**src/rtl/keccak_pkg.sv**
```systemverilog
// Shared definitions for the streaming Keccak theta step.
// Holds the page geometry, the cell index and column-parity helpers,
// and the state encoding of the page sequencer.
package keccak_pkg;

   localparam int unsigned PAGE_W = 25;

   // Page sequencer states
   typedef enum logic [1:0] {
      FIRST,
      STREAM,
      FLUSH,
      DRAIN
   } state_e;

   // Bit position of cell (x,y) inside a page
   function automatic logic [4:0] idx(input int x, input int y);
      return 5'(x + 5 * y);
   endfunction

   // Column parity C[x] = XOR over y of cell (x,y)
   function automatic logic [4:0] col_par(input logic [PAGE_W-1:0] page);
      logic [4:0] par;
      par = '0;
      for (int y = 0; y < 5; y++) begin
         for (int x = 0; x < 5; x++) begin
            par[3'(x)] = par[3'(x)] ^ page[idx(x, y)];
         end
      end
      return par;
   endfunction

endpackage

```
**src/rtl/theta_page_xform.sv**
```systemverilog
// Combinational theta update of one page.
// Cell (x,y) is XORed with c_cur[(x+4)%5] (same slice) and
// c_prev[(x+1)%5] (slice z-1).
// Ports:
//   page_i   in   25   input page, cell (x,y) at bit x+5*y
//   c_cur_i  in   5    column parity of this page
//   c_prev_i in   5    column parity of the previous page
//   page_o   out  25   transformed page
module theta_page_xform
   import keccak_pkg::*;
(
   input  logic [PAGE_W-1:0] page_i,
   input  logic [4:0]        c_cur_i,
   input  logic [4:0]        c_prev_i,
   output logic [PAGE_W-1:0] page_o
);

   always_comb begin
      page_o = page_i;
      for (int y = 0; y < 5; y++) begin
         for (int x = 0; x < 5; x++) begin
            page_o[idx(x, y)] = page_i[idx(x, y)]
                              ^ c_cur_i[3'((x + 4) % 5)]
                              ^ c_prev_i[3'((x + 1) % 5)];
         end
      end
   end

endmodule

```
**src/rtl/keccak_theta_stream.sv**
```systemverilog
// Streaming Keccak theta step, one 5x5 slice (page) per beat, z = 0..LANE_W-1.
// Page 0 needs the parity of page LANE_W-1, so it is held and emitted last:
// output order is 1..LANE_W-1, then 0.
// Optional feature macro: KECCAK_THETA_PARITY_OUT_EN adds out_parity_o,
// the column parity of the input page matching out_idx_o.
// Ports:
//   clk            in   1      rising-edge clock
//   rst_n          in   1      asynchronous active-low reset
//   in_valid_i     in   1      in_page_i is valid
//   in_ready_o     out  1      page accepted this cycle
//   in_page_i      in   25     slice, cell (x,y) at bit x+5*y
//   out_valid_o    out  1      out_page_o/out_idx_o valid
//   out_ready_i    in   1      downstream accepts
//   out_page_o     out  25     theta-transformed slice
//   out_idx_o      out  CNT_W  z index of out_page_o
//   out_parity_o   out  5      column parity of the output's source page (macro only)
module keccak_theta_stream
   import keccak_pkg::*;
#(
   parameter  int unsigned LANE_W = 64,
   localparam int unsigned CNT_W  = ($clog2(LANE_W) > 0) ? $clog2(LANE_W) : 1
)(
   input  logic              clk,
   input  logic              rst_n,
   input  logic              in_valid_i,
   output logic              in_ready_o,
   input  logic [PAGE_W-1:0] in_page_i,
   output logic              out_valid_o,
   input  logic              out_ready_i,
   output logic [PAGE_W-1:0] out_page_o,
   output logic [CNT_W-1:0]  out_idx_o
`ifdef KECCAK_THETA_PARITY_OUT_EN
   ,
   output logic [4:0]        out_parity_o
`endif
);

   localparam logic [CNT_W-1:0] LAST_IDX = CNT_W'(LANE_W - 1);

   state_e              state_q, state_d;
   logic [CNT_W-1:0]    cnt_q, cnt_d;
   logic [PAGE_W-1:0]   p0_page_q, p0_page_d;
   logic [4:0]          p0_par_q, p0_par_d;
   logic [4:0]          prev_par_q, prev_par_d;
   logic                out_valid_q, out_valid_d;
   logic [PAGE_W-1:0]   out_page_q, out_page_d;
   logic [CNT_W-1:0]    out_idx_q, out_idx_d;
`ifdef KECCAK_THETA_PARITY_OUT_EN
   logic [4:0]          out_par_q, out_par_d;
`endif

   logic                in_ready_c;
   logic [4:0]          c_in;
   logic                sel_p0;
   logic [PAGE_W-1:0]   xf_page_in;
   logic [4:0]          xf_cur;
   logic [PAGE_W-1:0]   xf_page_out;

   assign c_in = col_par(in_page_i);

   // One transform shared by the streaming result and the deferred page 0
   assign sel_p0     = (state_q == FLUSH);
   assign xf_page_in = sel_p0 ? p0_page_q : in_page_i;
   assign xf_cur     = sel_p0 ? p0_par_q  : c_in;

   theta_page_xform u_xform (
      .page_i   (xf_page_in),
      .c_cur_i  (xf_cur),
      .c_prev_i (prev_par_q),
      .page_o   (xf_page_out)
   );

   // Sequencer next state and datapath loads
   always_comb begin
      state_d     = state_q;
      cnt_d       = cnt_q;
      p0_page_d   = p0_page_q;
      p0_par_d    = p0_par_q;
      prev_par_d  = prev_par_q;
      out_valid_d = out_valid_q;
      out_page_d  = out_page_q;
      out_idx_d   = out_idx_q;
`ifdef KECCAK_THETA_PARITY_OUT_EN
      out_par_d   = out_par_q;
`endif
      in_ready_c  = 1'b0;

      if (out_valid_q && out_ready_i) begin
         out_valid_d = 1'b0;
      end

      case (state_q)
         FIRST: begin
            in_ready_c = 1'b1;
            if (in_valid_i) begin
               p0_page_d  = in_page_i;
               p0_par_d   = c_in;
               prev_par_d = c_in;
               if (LANE_W == 1) begin
                  state_d = FLUSH;
                  cnt_d   = '0;
               end else begin
                  state_d = STREAM;
                  cnt_d   = CNT_W'(1);
               end
            end
         end
         STREAM: begin
            // A result leaving this cycle frees the register for the next one
            in_ready_c = !out_valid_q || out_ready_i;
            if (in_valid_i && in_ready_c) begin
               out_valid_d = 1'b1;
               out_page_d  = xf_page_out;
               out_idx_d   = cnt_q;
`ifdef KECCAK_THETA_PARITY_OUT_EN
               out_par_d   = c_in;
`endif
               prev_par_d  = c_in;
               if (cnt_q == LAST_IDX) begin
                  state_d = FLUSH;
                  cnt_d   = '0;
               end else begin
                  cnt_d = cnt_q + CNT_W'(1);
               end
            end
         end
         FLUSH: begin
            if (!out_valid_q || out_ready_i) begin
               out_valid_d = 1'b1;
               out_page_d  = xf_page_out;
               out_idx_d   = '0;
`ifdef KECCAK_THETA_PARITY_OUT_EN
               out_par_d   = p0_par_q;
`endif
               state_d     = DRAIN;
            end
         end
         DRAIN: begin
            if (out_valid_q && out_ready_i) begin
               state_d = FIRST;
               cnt_d   = '0;
            end
         end
         default: begin
            state_d = FIRST;
         end
      endcase
   end

   // State and datapath registers
   always_ff @(posedge clk or negedge rst_n) begin
      if (!rst_n) begin
         state_q     <= FIRST;
         cnt_q       <= '0;
         p0_page_q   <= '0;
         p0_par_q    <= '0;
         prev_par_q  <= '0;
         out_valid_q <= 1'b0;
         out_page_q  <= '0;
         out_idx_q   <= '0;
`ifdef KECCAK_THETA_PARITY_OUT_EN
         out_par_q   <= '0;
`endif
      end else begin
         state_q     <= state_d;
         cnt_q       <= cnt_d;
         p0_page_q   <= p0_page_d;
         p0_par_q    <= p0_par_d;
         prev_par_q  <= prev_par_d;
         out_valid_q <= out_valid_d;
         out_page_q  <= out_page_d;
         out_idx_q   <= out_idx_d;
`ifdef KECCAK_THETA_PARITY_OUT_EN
         out_par_q   <= out_par_d;
`endif
      end
   end

   assign in_ready_o  = in_ready_c;
   assign out_valid_o = out_valid_q;
   assign out_page_o  = out_page_q;
   assign out_idx_o   = out_idx_q;
`ifdef KECCAK_THETA_PARITY_OUT_EN
   assign out_parity_o = out_par_q;
`endif

endmodule

```
**config.mk**
```make
export PLATFORM = sky130hd
export DESIGN_NAME = keccak_theta_stream
export DESIGN_NICKNAME = d
export VERILOG_FILES = /design/src/rtl/keccak_pkg.sv /design/src/rtl/theta_page_xform.sv /design/src/rtl/keccak_theta_stream.sv
export SDC_FILE = /design/constraint.sdc
export NUM_CORES = 1
export LEC_CHECK = 0
export CAP_MARGIN = 10
export CORE_AREA = 2 2 83 85
export CTS_BUF_LIST = sky130_fd_sc_hd__clkbuf_16
export DETAILED_ROUTE_END_ITERATION = 8
export DIE_AREA = 0 0 85 87
export MAX_ROUTING_LAYER = met4
export PLACE_DENSITY_LB_ADDON = 0.15
export SYNTH_ARGS = -nofsm -noshare
export SYNTH_HDL_FRONTEND = slang
export SYNTH_SLANG_ARGS = --single-unit
```
**constraint.sdc**
```tcl
create_clock -name clk -period 2.9 [get_ports clk]
set_input_delay 0.87 -clock clk [delete_from_list [all_inputs] [get_ports clk]]
set_output_delay 0.87 -clock clk [all_outputs]
set_load 0.005 [all_outputs]
```
==> Word-level counts from Yosys, hierarchy flattened <==
Cells that the tools add are included.
W data, S select, Z words.
{ "totals": {"register_bits": 73, "out_inout_bits": 33} }
{ "classes": {"eq_ne": 9, "n_bitwise": 46, "reduce_logical": 13, "add_sub_neg": 1, "mux": 27} }
{ "op_table": {"columns": ["operator", "count"], "rows": [
  ["$mux W25", 3],
  ["$pmux W25 S2", 1],
  ["$xor A1 B1 Y1", 46],
  ["$mux W6", 6],
  ["$pmux W6 S3", 1],
  ["$mux W4", 3],
  ["$pmux W6 S2", 1],
  ["$mux W2", 5],
  ["$ne A2 B2 Y1 const B", 4],
  ["$pmux W2 S4", 1],
  ["$pmux W4 S2", 1],
  ["$add A6 B1 Y6 const B", 1],
  ["$eq A6 B6 Y1 const B", 1],
  ["$reduce_and A3 Y1", 2],
  ["$reduce_and A5 Y1", 1],
  ["$eq A2 B2 Y1 const B", 2],
  ["$pmux W1 S2", 2],
  ["$reduce_and A4 Y1", 1],
  ["$reduce_bool A2 Y1", 2],
  ["$mux W1", 3],
  ["$reduce_bool A3 Y1", 1],
  ["$eq A2 B1 Y1 const B", 1],
  ["$logic_and A1 B1 Y1", 2],
  ["$logic_not A2 Y1", 1],
  ["4 further kinds", 4]
]} }

==> Longest topological paths before layout <==
{ "logic_depth": {"depth_word": 9, "mapped_depth": 9, "ltp_nobuf": 7} }

==> Hierarchy <==
From an unflattened synthesis, not the netlist that was laid out.
{ "unflattened": {"cells_unflattened": 347, "area_unflattened_um2": 3908.7} }
{ "modules_own_cells": {"columns": ["module", "seq_area_each_um2", "area_each_um2", "cells_each", "n_inst"], "rows": [
  ["keccak_theta_stream", 1826.8, 3458.3, 318, 1],
  ["theta_page_xform", 0.0, 450.4, 29, 1]
]} }

==> Least setup slack after synthesis <==
OpenSTA, ideal clock, no wires.
{ "synth_path": {"path_kind": "input to register", "startpoint": "input port in_page_i[10]", "endpoint": "register out_page_q[16] (netlist: out_page_o[16])", "cell_stages": 5, "path_buffers": 0, "path_slack_ns": 0.447, "arrival_time_ns": 2.322, "path_cell_list": "xnor3_2 -> nor4b_1 -> a2111oi_4 -> nand3_1 -> or3b_1"} }
{ "synth_between": {"elab_chain_cells": 8} }
{ "synth_rtl": {"columns": ["element", "line", "source"], "rows": [
  ["start, declared", "keccak_theta_stream.sv:27", "input logic [PAGE_W-1:0] in_page_i,"],
  ["$xor A1 B1 Y1 * (3 in series)", "keccak_pkg.sv:27", "par[3'(x)] = par[3'(x)] ^ page[idx(x, y)];"],
  ["$mux W4 *", "keccak_theta_stream.sv:64", "assign xf_cur = sel_p0 ? p0_par_q : c_in;"],
  ["$xor A1 B1 Y1 *", "theta_page_xform.sv:23", "^ c_cur_i[3'((x + 4) % 5)]"],
  ["$xor A1 B1 Y1 *", "theta_page_xform.sv:24", "^ c_prev_i[3'((x + 1) % 5)];"],
  ["$mux W25 (on tied branches)", "keccak_theta_stream.sv:128, keccak_theta_stream.sv:111", null],
  ["$pmux W25 S2 *", "keccak_theta_stream.sv:92", "case (state_q)"],
  ["end signal, assigned", "keccak_theta_stream.sv:171", "out_page_q <= out_page_d;"],
  ["end, declared", "keccak_theta_stream.sv:46", "logic [PAGE_W-1:0] out_page_q, out_page_d;"]
]} }
Every way passes the cells marked *; elsewhere a longest branch is shown, timed or not. The select of a mux whose other input is x is not followed.
A chain may end at the register's enable or synchronous reset.

==> Worst setup path after layout <==
{ "layout_path": {"startpoint": "input port in_page_i[1]", "endpoint": "register out_page_q[17] (netlist: out_page_o[17])"} }
{ "layout_between": {"elab_chain_cells": 9} }
{ "layout_rtl": {"columns": ["element", "line"], "rows": [
  ["$xor A1 B1 Y1 * (4 in series)", "keccak_pkg.sv:27"],
  ["$mux W4 *", "keccak_theta_stream.sv:64"],
  ["$xor A1 B1 Y1 *", "theta_page_xform.sv:23"],
  ["$xor A1 B1 Y1 *", "theta_page_xform.sv:24"],
  ["$mux W25 (on tied branches)", "keccak_theta_stream.sv:128, keccak_theta_stream.sv:111"],
  ["$pmux W25 S2 *", "keccak_theta_stream.sv:92"]
]} }
Marked as above.

==> run metrics <==
Cells on Worst Hold Path 2; routed vias around 2400; Clock Pin Slew Worst Setup and Hold Paths 0.07 ns; share of synthesized area occupied by flip-flops and latches 0.435; starting density of the core 0.465; Post-Synthesis Cell Area 0.00305 sq mm; worst skew pair latency 0.29 ns; number of global-route vias before repair 2262; required time of the critical path 3.08 ns; Distinct cells, synth 40; FF-to-FF Start state_q[0]; number of levels in the clock H-tree 2; full die area 0.00740 sq mm; routed wl met2 2980 um; DR iter-0 viols between 90 and 100; classification of the worst setup path in -> reg; Worst Reg-to-Reg Cells 9; largest net degree at the start of global routing 31; LEAKAGE between 0.0015 and 0.002 uW; end of the worst register-to-register path out_page_o[6]; met1 routed wirelength after detailed routing 2950 um; clock tree root driver cell clkbuf_16; status finished clean; share of post-route cells with drive strength above 1 0.252; maximum buffer depth of the clock tree 2; final-report setup violation count 0; min-delay src out_page_o[24]; PD cells a little over 1000 mW/mm^2; Post-CTS Hold Buffers 0; first-pass GRT wire length 10600 um; Clock Sinks 53; unrepaired setup endpoints after global routing no; average wire per cell in the routed design ~15 um; maximum capacitance violations 0; metal3 WL 268 um; number of setup buffers added after CTS 0; Syn Area/Cell 11.1 sq um; Synth Register Bits 53; half-perimeter wire length after placement 4700 um; count of antenna-violating nets left after detailed routing 0; actual transition at the worst max-transition pin 0.607 ns; wirelength, routed 6290 um; post-layout net count 386; capture endpoint of the worst hold path out_page_o[24]; number of antenna violations at the first check in global routing 0; highest metal layer with signal wires met4; number of buffers inserted by port buffering 56; Worst EP arrival 2.98 ns; sum of internal, switching and leakage power 4040 uW; Diodes inserted 0; number of warnings printed during yosys synthesis 0; vias per cell between 5 and 6; ratio of final minimum period to clock period 0.968; flip-flop cell with the highest count after synthesis dfrtp_1; share of synthesized registers carrying an async set or reset 1.00; synthesized netlist cell count roughly 280; TritonRoute pass-1 iters 5; Max Slew Vio Count 0; number of placement rows 30; synthesis-to-layout area growth 30.2%; crit path capture type register; global-route total usage across every layer 0.185; Max Clock Freq 356 MHz; DRC violations left 0; remaining global-route overflow 0; worst-case clock skew 0.00792 ns; class of the most critical hold timing path reg -> reg; Vert. Die Dim 87 um; Die Width 85 um; core outline area 0.00657 sq mm; Hold Vio Cnt, Final 0; highest fanout seen on the critical path 10; Worst setup SP type primary input; Final Core Density 0.605; CTS tree built; worst voltage drop across the vdd grid 0.628 mV; Worst R2R Setup Slack 0.44 ns; minimum period implied by the final worst setup slack 2.81 ns; Relative slew margins 0.594; count of boundary I/O pins 62; number of clock buffers inserted by TritonCTS 5; EDFF count, synth 0; Final GP Congestion ~0.81
critical path, cell delays in order:
cell	delay [ns]
clkdlybuf4s50_1	0.48
xnor3_2	0.50
and3_4	0.21
a2111oi_4	0.46
a21oi_2	0.09
or3b_1	0.36
registers in the layout, summed over array words and instances (netlist names):
name,count
out_page_o,16
p0_page_q,15
cnt_q,6
out_idx_o,6
prev_par_q,4
p0_par_q,3
state_q,2
out_valid_o,1
report_power, final:
group	internal, uW	leakage [uW]	total [uW]	switching [uW]
logic	1190	0.00102	2170	978
clock network	317	0.0000672	584	267
registers	1070	0.000655	1290	214
total	2580	0.00174	4040	1460
layout make-up:
cell class	instances	area, sq um
clock buffer	5	125
multi-input combinational	206	1620
sequential	53	1330
clock inverter	3	18.8
fill	572	2600
timing repair buffer	83	769
tap	80	100
inverter	3	11.3
what timing repair did:
action | CTS | global route
gates resized for setup | 1 | 0
hold endpoints to repair | 0 | 0
setup endpoints to repair | 1 | 0
how the worst max path moves through the flow:
stage / startpoint / to / slack, ns / depth (start not counted)
final: in_page_i[1] / out_page_o[17] / 0.09 / 6
after global routing: in_page_i[1] / out_page_o[17] / 0.005 / 6
after CTS: in_page_i[1] / out_page_o[17] / 0.09 / 6
after detailed placement: in_page_i[1] / out_page_o[17] / -0.21 / 6
after global placement: in_page_i[1] / out_page_o[17] / -0.15 / 6
after floorplan: in_page_i[10] / out_page_o[16] / 0.45 / 5
synthesized netlist by cell type, types with 7 or more instances:
master / n / area share
and3_1: 14 / 0.029
xnor2_1: 7 / 0.020
a22o_1: 8 / 0.023
dfrtp_1: 53 / 0.43
buf_4: 10 / 0.025
a21oi_1: 16 / 0.026
nor2_1: 8 / 0.0098
o31ai_1: 13 / 0.032
nor3b_1: 7 / 0.017
o21ai_0: 9 / 0.015
nand2_1: 21 / 0.026
mux2_2: 39 / 0.14
nand3_1: 8 / 0.013
per-layer routing:
layer / vias to the layer above / track usage
met3: 9 / 0.0408
met4: 0 / 0.0534
met1: 1154 / 0.235
met5: - / -
li1: 1149 / -
met2: 44 / 0.298
through the flow:
| step | TNS [ns] | hold slack [ns] | cell area, sq um | setup slack, ns | instances |
|---|---|---|---|---|---|
| 6_report | 0 | 0.481 | 3970 | 0.0940 | 433 |
| 5_1_grt | 0 | 0.514 | 3970 | 0.00451 | 433 |
| 4_1_cts | 0 | 0.486 | 3970 | 0.0938 | 433 |
| 3_5_place_dp | -1.55 | 0.471 | 3830 | -0.213 | 425 |
| 3_3_place_gp | -0.750 | 0.463 | 3830 | -0.152 | 425 |
| 2_1_floorplan | 0 | 0.468 | 3070 | 0.447 | 280 |
kinds of logic (layout without fill, tap and decap cells):
group                    count (synthesis)  count (layout)  share of synthesized area
AND/OR/NAND/NOR                         87              87                      0.163
adder cells (fa/ha/maj)                  5               5                     0.0205
other                                    1               5                    0.00123
multiplexers                            40              40                      0.147
AO/OA/AOI/OAI                           56              56                      0.142
buffers and inverters                   21              94                     0.0389
XOR/XNOR                                13              13                     0.0521
flip-flops                              53              53                      0.435
placed cells by master, fill, tap and decap left out, drive strengths merged, types with 4 or more instances in the layout:
cell,n
nand2b,5
o31ai,13
buf,28
clkbuf,5
ha,5
a22o,8
a21oi,17
nand2,21
nor3b,7
xnor2,7
dfrtp,53
o21ai,10
and3,19
mux2,39
conb,5
inv,4
nor2b,5
clkdlybuf4s50,54
nand3,8
nor2,8
(Power assumes the default switching activity.)
